===== src/rtl/alu_pkg.sv =====
// Shared types for the ALU operand sequencer: opcodes, FSM states, command layout.
package alu_pkg;

    localparam int ALU_DATA_W = 4;

    localparam logic [1:0] OP_ADD = 2'd0;
    localparam logic [1:0] OP_SUB = 2'd1;
    localparam logic [1:0] OP_AND = 2'd2;
    localparam logic [1:0] OP_OR  = 2'd3;

    typedef enum logic [1:0] {
        ST_IDLE  = 2'd0,
        ST_ISSUE = 2'd1,
        ST_WAIT  = 2'd2,
        ST_RESP  = 2'd3
    } alu_state_t;

    typedef struct packed {
        logic [ALU_DATA_W-1:0] a;
        logic [ALU_DATA_W-1:0] b;
        logic [1:0]            op;
    } alu_cmd_t;

endpackage


===== src/rtl/alu_cmd_fifo.sv =====
// Synchronous command FIFO; read data is the head entry, visible the cycle after the write.
// Push while full and pop while empty are ignored; full/empty come from registered pointers only.
module alu_cmd_fifo #(
    parameter int WIDTH = 10,
    parameter int DEPTH = 4
) (
    input  logic             clk,
    input  logic             rst_n,
    input  logic             i_push,
    input  logic [WIDTH-1:0] i_push_dat,
    input  logic             i_pop,
    output logic [WIDTH-1:0] o_pop_dat,
    output logic             o_full,
    output logic             o_empty
);
    localparam int AW = $clog2(DEPTH);

    logic [AW:0]      r_wr_ptr;
    logic [AW:0]      r_rd_ptr;
    logic [WIDTH-1:0] r_mem [DEPTH];
    logic             w_do_push;
    logic             w_do_pop;

    // Extra pointer MSB distinguishes full from empty when the index bits match.
    assign o_empty   = (r_wr_ptr == r_rd_ptr);
    assign o_full    = (r_wr_ptr[AW] != r_rd_ptr[AW]) && (r_wr_ptr[AW-1:0] == r_rd_ptr[AW-1:0]);
    assign w_do_push = i_push && !o_full;
    assign w_do_pop  = i_pop && !o_empty;
    assign o_pop_dat = r_mem[r_rd_ptr[AW-1:0]];

    always_ff @(posedge clk) begin
        if (w_do_push) begin
            r_mem[r_wr_ptr[AW-1:0]] <= i_push_dat;
        end
    end

    always_ff @(posedge clk or negedge rst_n) begin
        if (!rst_n) begin
            r_wr_ptr <= '0;
            r_rd_ptr <= '0;
        end else begin
            if (w_do_push) r_wr_ptr <= r_wr_ptr + (AW+1)'(1);
            if (w_do_pop)  r_rd_ptr <= r_rd_ptr + (AW+1)'(1);
        end
    end

endmodule


===== src/rtl/alu_op_sequencer.sv =====
// Drives a registered low-power ALU from a queued command stream; one enable pulse per command.
// Command to response in 3 edges at ALU_LATENCY=1; cmd_ready drops when the FIFO is full, rsp held until rsp_ready.
module alu_op_sequencer
    import alu_pkg::*;
#(
    parameter int DATA_W      = 4,
    parameter int FIFO_DEPTH  = 4,
    parameter int ALU_LATENCY = 1
) (
    input  logic              clk,
    input  logic              rst_n,
    input  logic              cmd_valid,
    output logic              cmd_ready,
    input  logic [DATA_W-1:0] cmd_a,
    input  logic [DATA_W-1:0] cmd_b,
    input  logic [1:0]        cmd_op,
    output logic              alu_enable,
    output logic [DATA_W-1:0] alu_a,
    output logic [DATA_W-1:0] alu_b,
    output logic [1:0]        alu_opcode,
    input  logic [DATA_W-1:0] alu_result,
    input  logic              alu_carry,
    output logic              rsp_valid,
    input  logic              rsp_ready,
    output logic [DATA_W-1:0] rsp_result,
    output logic              rsp_carry,
    output logic [1:0]        rsp_op,
    output logic              busy
);
    localparam int CMD_W = 2*DATA_W + 2;
    localparam int CNT_W = (ALU_LATENCY > 1) ? $clog2(ALU_LATENCY) : 1;

    alu_state_t        r_state;
    logic [CNT_W-1:0]  r_cnt;
    logic [1:0]        r_tag;
    logic [CMD_W-1:0]  w_head_dat;
    logic [DATA_W-1:0] w_head_a;
    logic [DATA_W-1:0] w_head_b;
    logic [1:0]        w_head_op;
    logic              w_full;
    logic              w_empty;
    logic              w_pop;

    assign cmd_ready = !w_full;
    assign w_pop     = !w_empty && ((r_state == ST_IDLE) || ((r_state == ST_RESP) && rsp_ready));
    assign busy      = (r_state != ST_IDLE) || !w_empty;
    assign w_head_a  = w_head_dat[CMD_W-1 -: DATA_W];
    assign w_head_b  = w_head_dat[2 +: DATA_W];
    assign w_head_op = w_head_dat[1:0];

    alu_cmd_fifo #(
        .WIDTH (CMD_W),
        .DEPTH (FIFO_DEPTH)
    ) u_fifo (
        .clk        (clk),
        .rst_n      (rst_n),
        .i_push     (cmd_valid),
        .i_push_dat ({cmd_a, cmd_b, cmd_op}),
        .i_pop      (w_pop),
        .o_pop_dat  (w_head_dat),
        .o_full     (w_full),
        .o_empty    (w_empty)
    );

    // Operand registers only load on a pop so the ALU inputs never toggle while idle.
    always_ff @(posedge clk or negedge rst_n) begin
        if (!rst_n) begin
            r_state    <= ST_IDLE;
            r_cnt      <= '0;
            r_tag      <= '0;
            alu_enable <= 1'b0;
            alu_a      <= '0;
            alu_b      <= '0;
            alu_opcode <= '0;
            rsp_valid  <= 1'b0;
            rsp_result <= '0;
            rsp_carry  <= 1'b0;
            rsp_op     <= '0;
        end else begin
            case (r_state)
                ST_IDLE: begin
                    if (!w_empty) begin
                        alu_a      <= w_head_a;
                        alu_b      <= w_head_b;
                        alu_opcode <= w_head_op;
                        r_tag      <= w_head_op;
                        alu_enable <= 1'b1;
                        r_state    <= ST_ISSUE;
                    end
                end
                ST_ISSUE: begin
                    alu_enable <= 1'b0;
                    r_cnt      <= CNT_W'(ALU_LATENCY - 1);
                    r_state    <= ST_WAIT;
                end
                ST_WAIT: begin
                    if (r_cnt == '0) begin
                        rsp_result <= alu_result;
                        rsp_carry  <= alu_carry;
                        rsp_op     <= r_tag;
                        rsp_valid  <= 1'b1;
                        r_state    <= ST_RESP;
                    end else begin
                        r_cnt <= r_cnt - CNT_W'(1);
                    end
                end
                ST_RESP: begin
                    if (rsp_ready) begin
                        rsp_valid <= 1'b0;
                        if (!w_empty) begin
                            alu_a      <= w_head_a;
                            alu_b      <= w_head_b;
                            alu_opcode <= w_head_op;
                            r_tag      <= w_head_op;
                            alu_enable <= 1'b1;
                            r_state    <= ST_ISSUE;
                        end else begin
                            r_state <= ST_IDLE;
                        end
                    end
                end
                default: r_state <= ST_IDLE;
            endcase
        end
    end

endmodule

===== config.mk =====
export PLATFORM = sky130hd
export DESIGN_NAME = alu_op_sequencer
export DESIGN_NICKNAME = d
export VERILOG_FILES = /design/src/rtl/alu_pkg.sv /design/src/rtl/alu_cmd_fifo.sv /design/src/rtl/alu_op_sequencer.sv
export SDC_FILE = /design/constraint.sdc
export NUM_CORES = 1
export LEC_CHECK = 0
export CAP_MARGIN = 20
export CORE_MARGIN = 2
export CORE_UTILIZATION = 50
export CTS_CLUSTER_SIZE = 25
export DETAILED_ROUTE_END_ITERATION = 16
export GPL_ROUTABILITY_DRIVEN = 0
export PLACE_DENSITY = 0.81
export REMOVE_ABC_BUFFERS = 1
export SYNTH_ARGS = -nofsm -noshare
export SYNTH_HDL_FRONTEND = slang
export SYNTH_SLANG_ARGS = --single-unit

===== constraint.sdc =====
create_clock -name clk -period 2.26 [get_ports clk]
set_input_delay 0.226 -clock clk [delete_from_list [all_inputs] [get_ports clk]]
set_output_delay 0.226 -clock clk [all_outputs]
set_load 0.01 [all_outputs]

==> key figures <==
Final layout
  – Share of layout cells above drive strength 1: 27.6%
  – Area added between synthesis and finish: 26.7%
  – Most frequent cells in the layout: edfxtp_1 (40), clkdlybuf4s50_1 (39), dfrtp_1 (27)
  – Post-route non-filler standard cell count: 282
  – Inserted Diodes: 0
  – Layout Nets: 234
  – Most common cell after layout, fill and taps aside: edfxtp_1

Detailed routing
  – Wirelength, routed: 4.94 mm
  – Vias: 1,509
  – WL/cell: 17.5 um
  – DRC violations left: 0
  – First drt pass iteration count: 4
  – Vias per inst: 5.35
  – Routed Antenna Nets: 0
  – DR iter-0 viols: 72

Synth
  – Largest family of logic cells by synthesized area: multiplexers
  – Xor/xnor share of the synthesized area: 2.80%
  – Share of the synthesized area in the top cell type: 43.4%
  – Ys async rst share: 40.3%
  – Cell count after synthesis: 153
  – Syn Std Cell Area: 2770 sq um
  – Post-Synth Simple-Gate Area: 2.08%
  – Largest area contributor in the netlist: edfxtp_1
  – Yosys Warn Count: 0
  – Complex-gate fraction of the synthesized area: 4.61%
  – Top_reg_cell synth: edfxtp_1
  – Synth unique cells: 28
  – EDFF count, synth: 40
  – Mux share of post-synthesis cell area: 16.3%
  – Synth top area cells: edfxtp_1 (43%), dfrtp_1 (24%), mux2_2 (8.1%)
  – Post-Syn Area per Cell: 18.1 sq um
  – Seq cells post-synth: 67
  – Register area share after synthesis: 67.8%
  – Adder-Cell Fraction of Synth Area: 4.52%

STA
  – Worst-margin pin slew: 0.525 ns
  – RSZ-0062 raised after global routing: no
  – Fin crit period: 2.10 ns
  – Slew headroom: 65.0%
  – Hold Vio Cnt, Final: 0
  – Slew Limit Fails: 0
  – Setup TNS: 0 ns
  – Final hold slack: 0.268 ns
  – Setup-failing EPs final: 0
  – Max Freq: 476 MHz
  – Clock Skew: 0.00841 ns
  – Tcrit/Tclk final: 92.9%

Floorplanning
  – Row count: 27
  – Starting Density: 50.9%
  – Core area: 5440 sq um
  – Chip height: 78.4 um
  – DIE AREA: 6150 sq um
  – Horiz. Die Dim: 78.4 um
  – I/O pins: 40

Placed design
  – Placed Cells: 266
  – Count of input and output buffers: 39
  – HPWL Detailed: 3.31 mm

Clocking
  – TritonCTS clock tree: built
  – CTS sink cnt: 67
  – Clk slew on worst S/H paths: 0.08 ns
  – Htree depth: 3
  – Post-CTS Hold Buffers: 0
  – Post-CTS Setup Inserts: 0
  – Post-CTS Resized: 0
  – Clk_lat worst skew: 0.34 ns
  – Clock root cell: clkbuf_8
  – CTS Buffer Depth: 2
  – Clock buffer count from CTS: 9

Setup path
  – R2R Path Start: u_fifo.r_wr_ptr[2]
  – R2R Path End: u_fifo.r_mem[0][8]
  – Worst Path Arrival: 1.87 ns
  – Type of origin of the critical path: register
  – Req. time, crit path: 2.03 ns
  – CP Capture Type: output pin
  – CP max FO: 10
  – Critical path class: reg -> out
  – Worst reg2reg path depth: 3
  – R2R setup slack: 0.29 ns

Pwr
  – Worst VDD drop: 0.764 mV
  – PD cells: 1530 nW/um^2
  – Leakage: 0.00132 uW

Outcome
  – Status: finished, final reports clean

GRT
  – Largest net degree at the start of global routing: 28
  – Initial antenna violation count: 0
  – First-pass GRT wire length: 7.95 mm
  – Vias in the first global route: 1,615
  – Tot GR Track Use: 17.9%
  – Total global routing overflow: 0

Min path
  – Hold crit path type: in -> async

Flow run
  – Max cap viols: 0
metrics by stage:
| stage | area [sq um] | power [uW] | setup WS [ns] | utilization, % |
|---|---|---|---|---|
| 2_1_floorplan | 2750 | 3430 | 0.0306 | - |
| 3_3_place_gp | 3280 | 4230 | 0.319 | 60.3 |
| 3_5_place_dp | 3280 | 4360 | 0.243 | 60.3 |
| 4_1_cts | 3490 | 5400 | 0.0256 | 64.1 |
| 5_1_grt | 3510 | 5690 | 0.0654 | 64.5 |
| 6_report | 3510 | 5370 | 0.160 | 64.5 |
critical path, stage by stage (launching register included):
cell and delay, ns:
dfrtp_1 0.46, xnor2_2 0.19, buf_4 0.21, nand4_1 0.15, clkdlybuf4s50_1 0.52
synth_stat cells, types with 2 or more instances:
master and instances:
a311oi_1 2, a31oi_1 3, a41oi_1 2, and2_1 3
buf_2 3, clkbuf_1 2, dfrtp_1 27, edfxtp_1 40
ha_1 10, inv_1 8, mux2_2 20, mux4_2 10
nor2_1 3, xnor2_1 3, xor2_1 4
sequential cells by signal, summed over array words and instances, names as in the netlist:
register / flops
rsp_valid: 1
rsp_result: 4
rsp_carry: 1
alu_b: 4
u_fifo.r_wr_ptr: 3
u_fifo.r_mem: 40
alu_enable: 1
alu_a: 4
r_state: 2
rsp_op: 2
u_fifo.r_rd_ptr: 3
r_tag: 2
report_power, final:
group	switching [uW]	internal (uW)	total (uW)
Sequential	249	1750	2000
Combinational	1070	1290	2370
Clock	460	548	1010
Total	1780	3590	5370
layer usage:
| layer | global-route usage [%] | vias to the layer above | routed length (um) |
|---|---|---|---|
| met5 | 0 | - | 0 |
| met4 | 8.95 | 0 | 92 |
| met3 | 4.60 | 9 | 239 |
| met2 | 32.6 | 45 | 2750 |
| met1 | 19.1 | 761 | 1860 |
| li1 | - | 694 | - |
kinds of logic after synthesis:
logic type,after synthesis
AOI/OAI and AO/OA,14
and+or+nand+nor,11
muxes,30
DFF,67
buffers and inverters,13
adders and majority gates,10
xor gates and xnor gates,8
final cells by class:
class	count	area (sq um)
clock buffer	10	138
clock inverter	6	71.3
fill	391	1930
inverter	8	30.0
multi-input combinational	73	857
sequential	67	1880
tap	72	90.1
timing repair buffer	46	443
worst max-delay path by stage:
stage                        from            endpoint  slack [ns]  depth (start not counted)
4_1_cts        u_fifo.r_wr_ptr[2]                busy        0.03                          3
2_1_floorplan  u_fifo.r_rd_ptr[0]  u_fifo.r_mem[3][0]        0.03                          2
6_report       u_fifo.r_wr_ptr[0]                busy        0.16                          4
5_1_grt        u_fifo.r_wr_ptr[0]                busy        0.07                          4
3_3_place_gp            cmd_valid  u_fifo.r_mem[2][9]        0.32                          4
3_5_place_dp            cmd_valid  u_fifo.r_mem[0][9]        0.24                          4
Power figures use the tool's default switching activity.
==> edit: new RTL, same flow settings <==
The parameter `FIFO_DEPTH` goes from 4 to 8.
--- a/src/rtl/alu_op_sequencer.sv
+++ b/src/rtl/alu_op_sequencer.sv
@@ -4,7 +4,7 @@
     import alu_pkg::*;
 #(
     parameter int DATA_W      = 4,
-    parameter int FIFO_DEPTH  = 4,
+    parameter int FIFO_DEPTH  = 8,
     parameter int ALU_LATENCY = 1
 ) (
     input  logic              clk,
Formal check against the unedited RTL: not equivalent (Yosys sat finds a counterexample within 10 cycles, from zero or initial values and one cycle with rst_n low).
==> edit against the unedited design <==
- cell area rose by 50%
- core utilization fell by 3.7 points
- synthesized area rose by 60%
- setup slack improved by 0.053 ns
- power rose by 34%
- non-clock buffer count rose by 11
- sequential cell count rose by 42
- cell count rose by 42%
- wire length rose by 55%
- synthesized cell count rose by 50%
- critical endpoint is now cmd_ready
- global-route usage fell by 1.1 points
- die area rose by 56%
==> edit: results (changes against the unedited design) <==
outcome:
  status: "completed"
placement:
  post-place-ws_ns: 0.308  # +0.0652 ns
  dpl.hpwl_mm: 4.95  # +49%
  numPortBuffers: 39  # unchanged
synth:
  ys_seq_area_share_pct: 70.7  # +2.9 points
  synth_edf_count: 80  # +100%
  synth_cell_types: 30  # +7.1%
  synth_compound_area_share_pct: 1.19  # -3.4 points
  yosys-top-cells-count: "edfxtp_1 (80), dfrtp_1 (29), mux2_2 (20), mux4_2 (20), mux2_4 (10)"
  synth-adder-area-share_pct: 1.98  # -2.5 points
  synth-async-reset-ratio_pct: 26.6  # -14 points
  synth_xor_area_share_pct: 1.98  # -0.82 points
  synthMuxAreaShare_pct: 18.9  # +2.6 points
  ys_top_cells_by_area: "edfxtp_1 (54%), dfrtp_1 (16%), mux4_2 (10%), mux2_2 (5.1%), mux2_4 (3.4%)"
clocking:
  clk_pin_slew_worst_paths_ns: 0.11  # +0.03 ns
  postCtsSetupBuffers: 1  # +1
  cts_made_buffers: 9  # unchanged
  clkLatencyLatePin_ns: 0.37  # +0.03 ns
  ctsResizeCount: 3  # +3
finish:
  insertedDiodeCount: 0  # unchanged
  fillers: 625  # +60%
  final_nets: 314  # +34%
  drive_gt1_share_pct: 30.4  # +2.8 points
  largest_reg_flops: 80  # +100%
sta:
  slew_headroom_pct: 65.2  # +0.24 points
  fin_crit_ns: 2.05  # -0.0527 ns
  clock_skew_ns: 0.0139  # +0.00547 ns
critical_path:
  worstReg2RegStart: "u_fifo.r_rd_ptr[3]"
  worst-path-max-fanout: 8  # -2
  r2r_setup_slack_ns: 0.25  # -0.04 ns
  crit_end: "cmd_ready"
  ff2ff_path_depth: 6  # +3
  max_stage_delay_ns: 0.56  # +0.04 ns
  critPathArrivalTime_ns: 1.82  # -0.05 ns
  crit_start: "u_fifo.r_wr_ptr[1]"
  critPathTopFamily: "buffers and inverters"
  r2r-end: "alu_b[3]"
global_routing:
  met2_usage_pct: 29.6  # -3.0 points
  use_met1_pct: 20.7  # +1.5 points
  grt_pass1_vias: 2294  # +42%
  grt_pass1_wl_mm: 12.2  # +53%
  antenna_found_initial: 0  # unchanged
  grtUsageMet3_pct: 4.65  # +0.055 points
  grt_usage_pct: 16.8  # -1.1 points
  grt_max_degree: 30  # +7.1%
power:
  p_leak_uw: 0.00189  # +43%
  ir_drop_uv: 780  # +2.0%
route:
  vias: 2210  # +46%
  dr.pass1.iters: 4  # unchanged
  wl_per_cell_um: 19.0  # +8.7%
  drt-initial-drc-count: 93  # +29%
hold_path:
  hold_class: "input pin to async pin"
edit: final cells by class:
class / count / area share [%]
sequential: 109 / 59.7
multi-input combinational: 106 / 23.3
timing repair buffer: 57 / 10.1
tap: 108 / 2.58
clock buffer: 9 / 2.36
clock inverter: 7 / 1.67
inverter: 5 / 0.358
edit: stage by stage:
stage / cells / power [uW] / hold slack (ns) / cell area (um^2) / setup TNS, ns
final: 401 / 7190 / 0.226 / 5250 / 0
after global routing: 401 / 7570 / 0.235 / 5250 / 0
after CTS: 400 / 7240 / 0.228 / 5240 / 0
after detailed placement: 383 / 6020 / 0.475 / 5010 / 0
after global placement: 383 / 5910 / 0.479 / 5010 / 0
after floorplan: 220 / 4950 / -0.0696 / 4370 / -29.62
edit: worst min-delay path by stage:
stage	to	depth (start not counted)	slack [ns]	from
floorplan	alu_a[0]	0	-0.07	rst_n
global placement	u_fifo.r_rd_ptr[3]	1	0.48	u_fifo.r_rd_ptr[3]
detailed placement	u_fifo.r_rd_ptr[3]	1	0.47	u_fifo.r_rd_ptr[3]
CTS	rsp_valid	2	0.23	rst_n
global route	r_state[0]	2	0.24	rst_n
finish	r_state[0]	2	0.23	rst_n
edit: power by group:
group          total, uW  internal (uW)  switching (uW)
logic               3020           1740            1280
clock network       1220            539             677
registers           2950           2680             271
total               7190           4960            2230
edit: per-layer routing:
layer  part of all wire, %  up-vias
met1                    43     1145
met2                    52       47
li1                      -     1010
met3                   4.1        8
met4                   1.1        0
met5                     0        -
edit: worst register-to-register path: cells and delay by family (launching register included):
| family | cells | cell delay, ns |
|---|---|---|
| simple gates | 2 | 0.61 |
| flops | 1 | 0.41 |
| buf+inv | 2 | 0.37 |
| mux | 1 | 0.33 |
| xor+xnor | 1 | 0.20 |
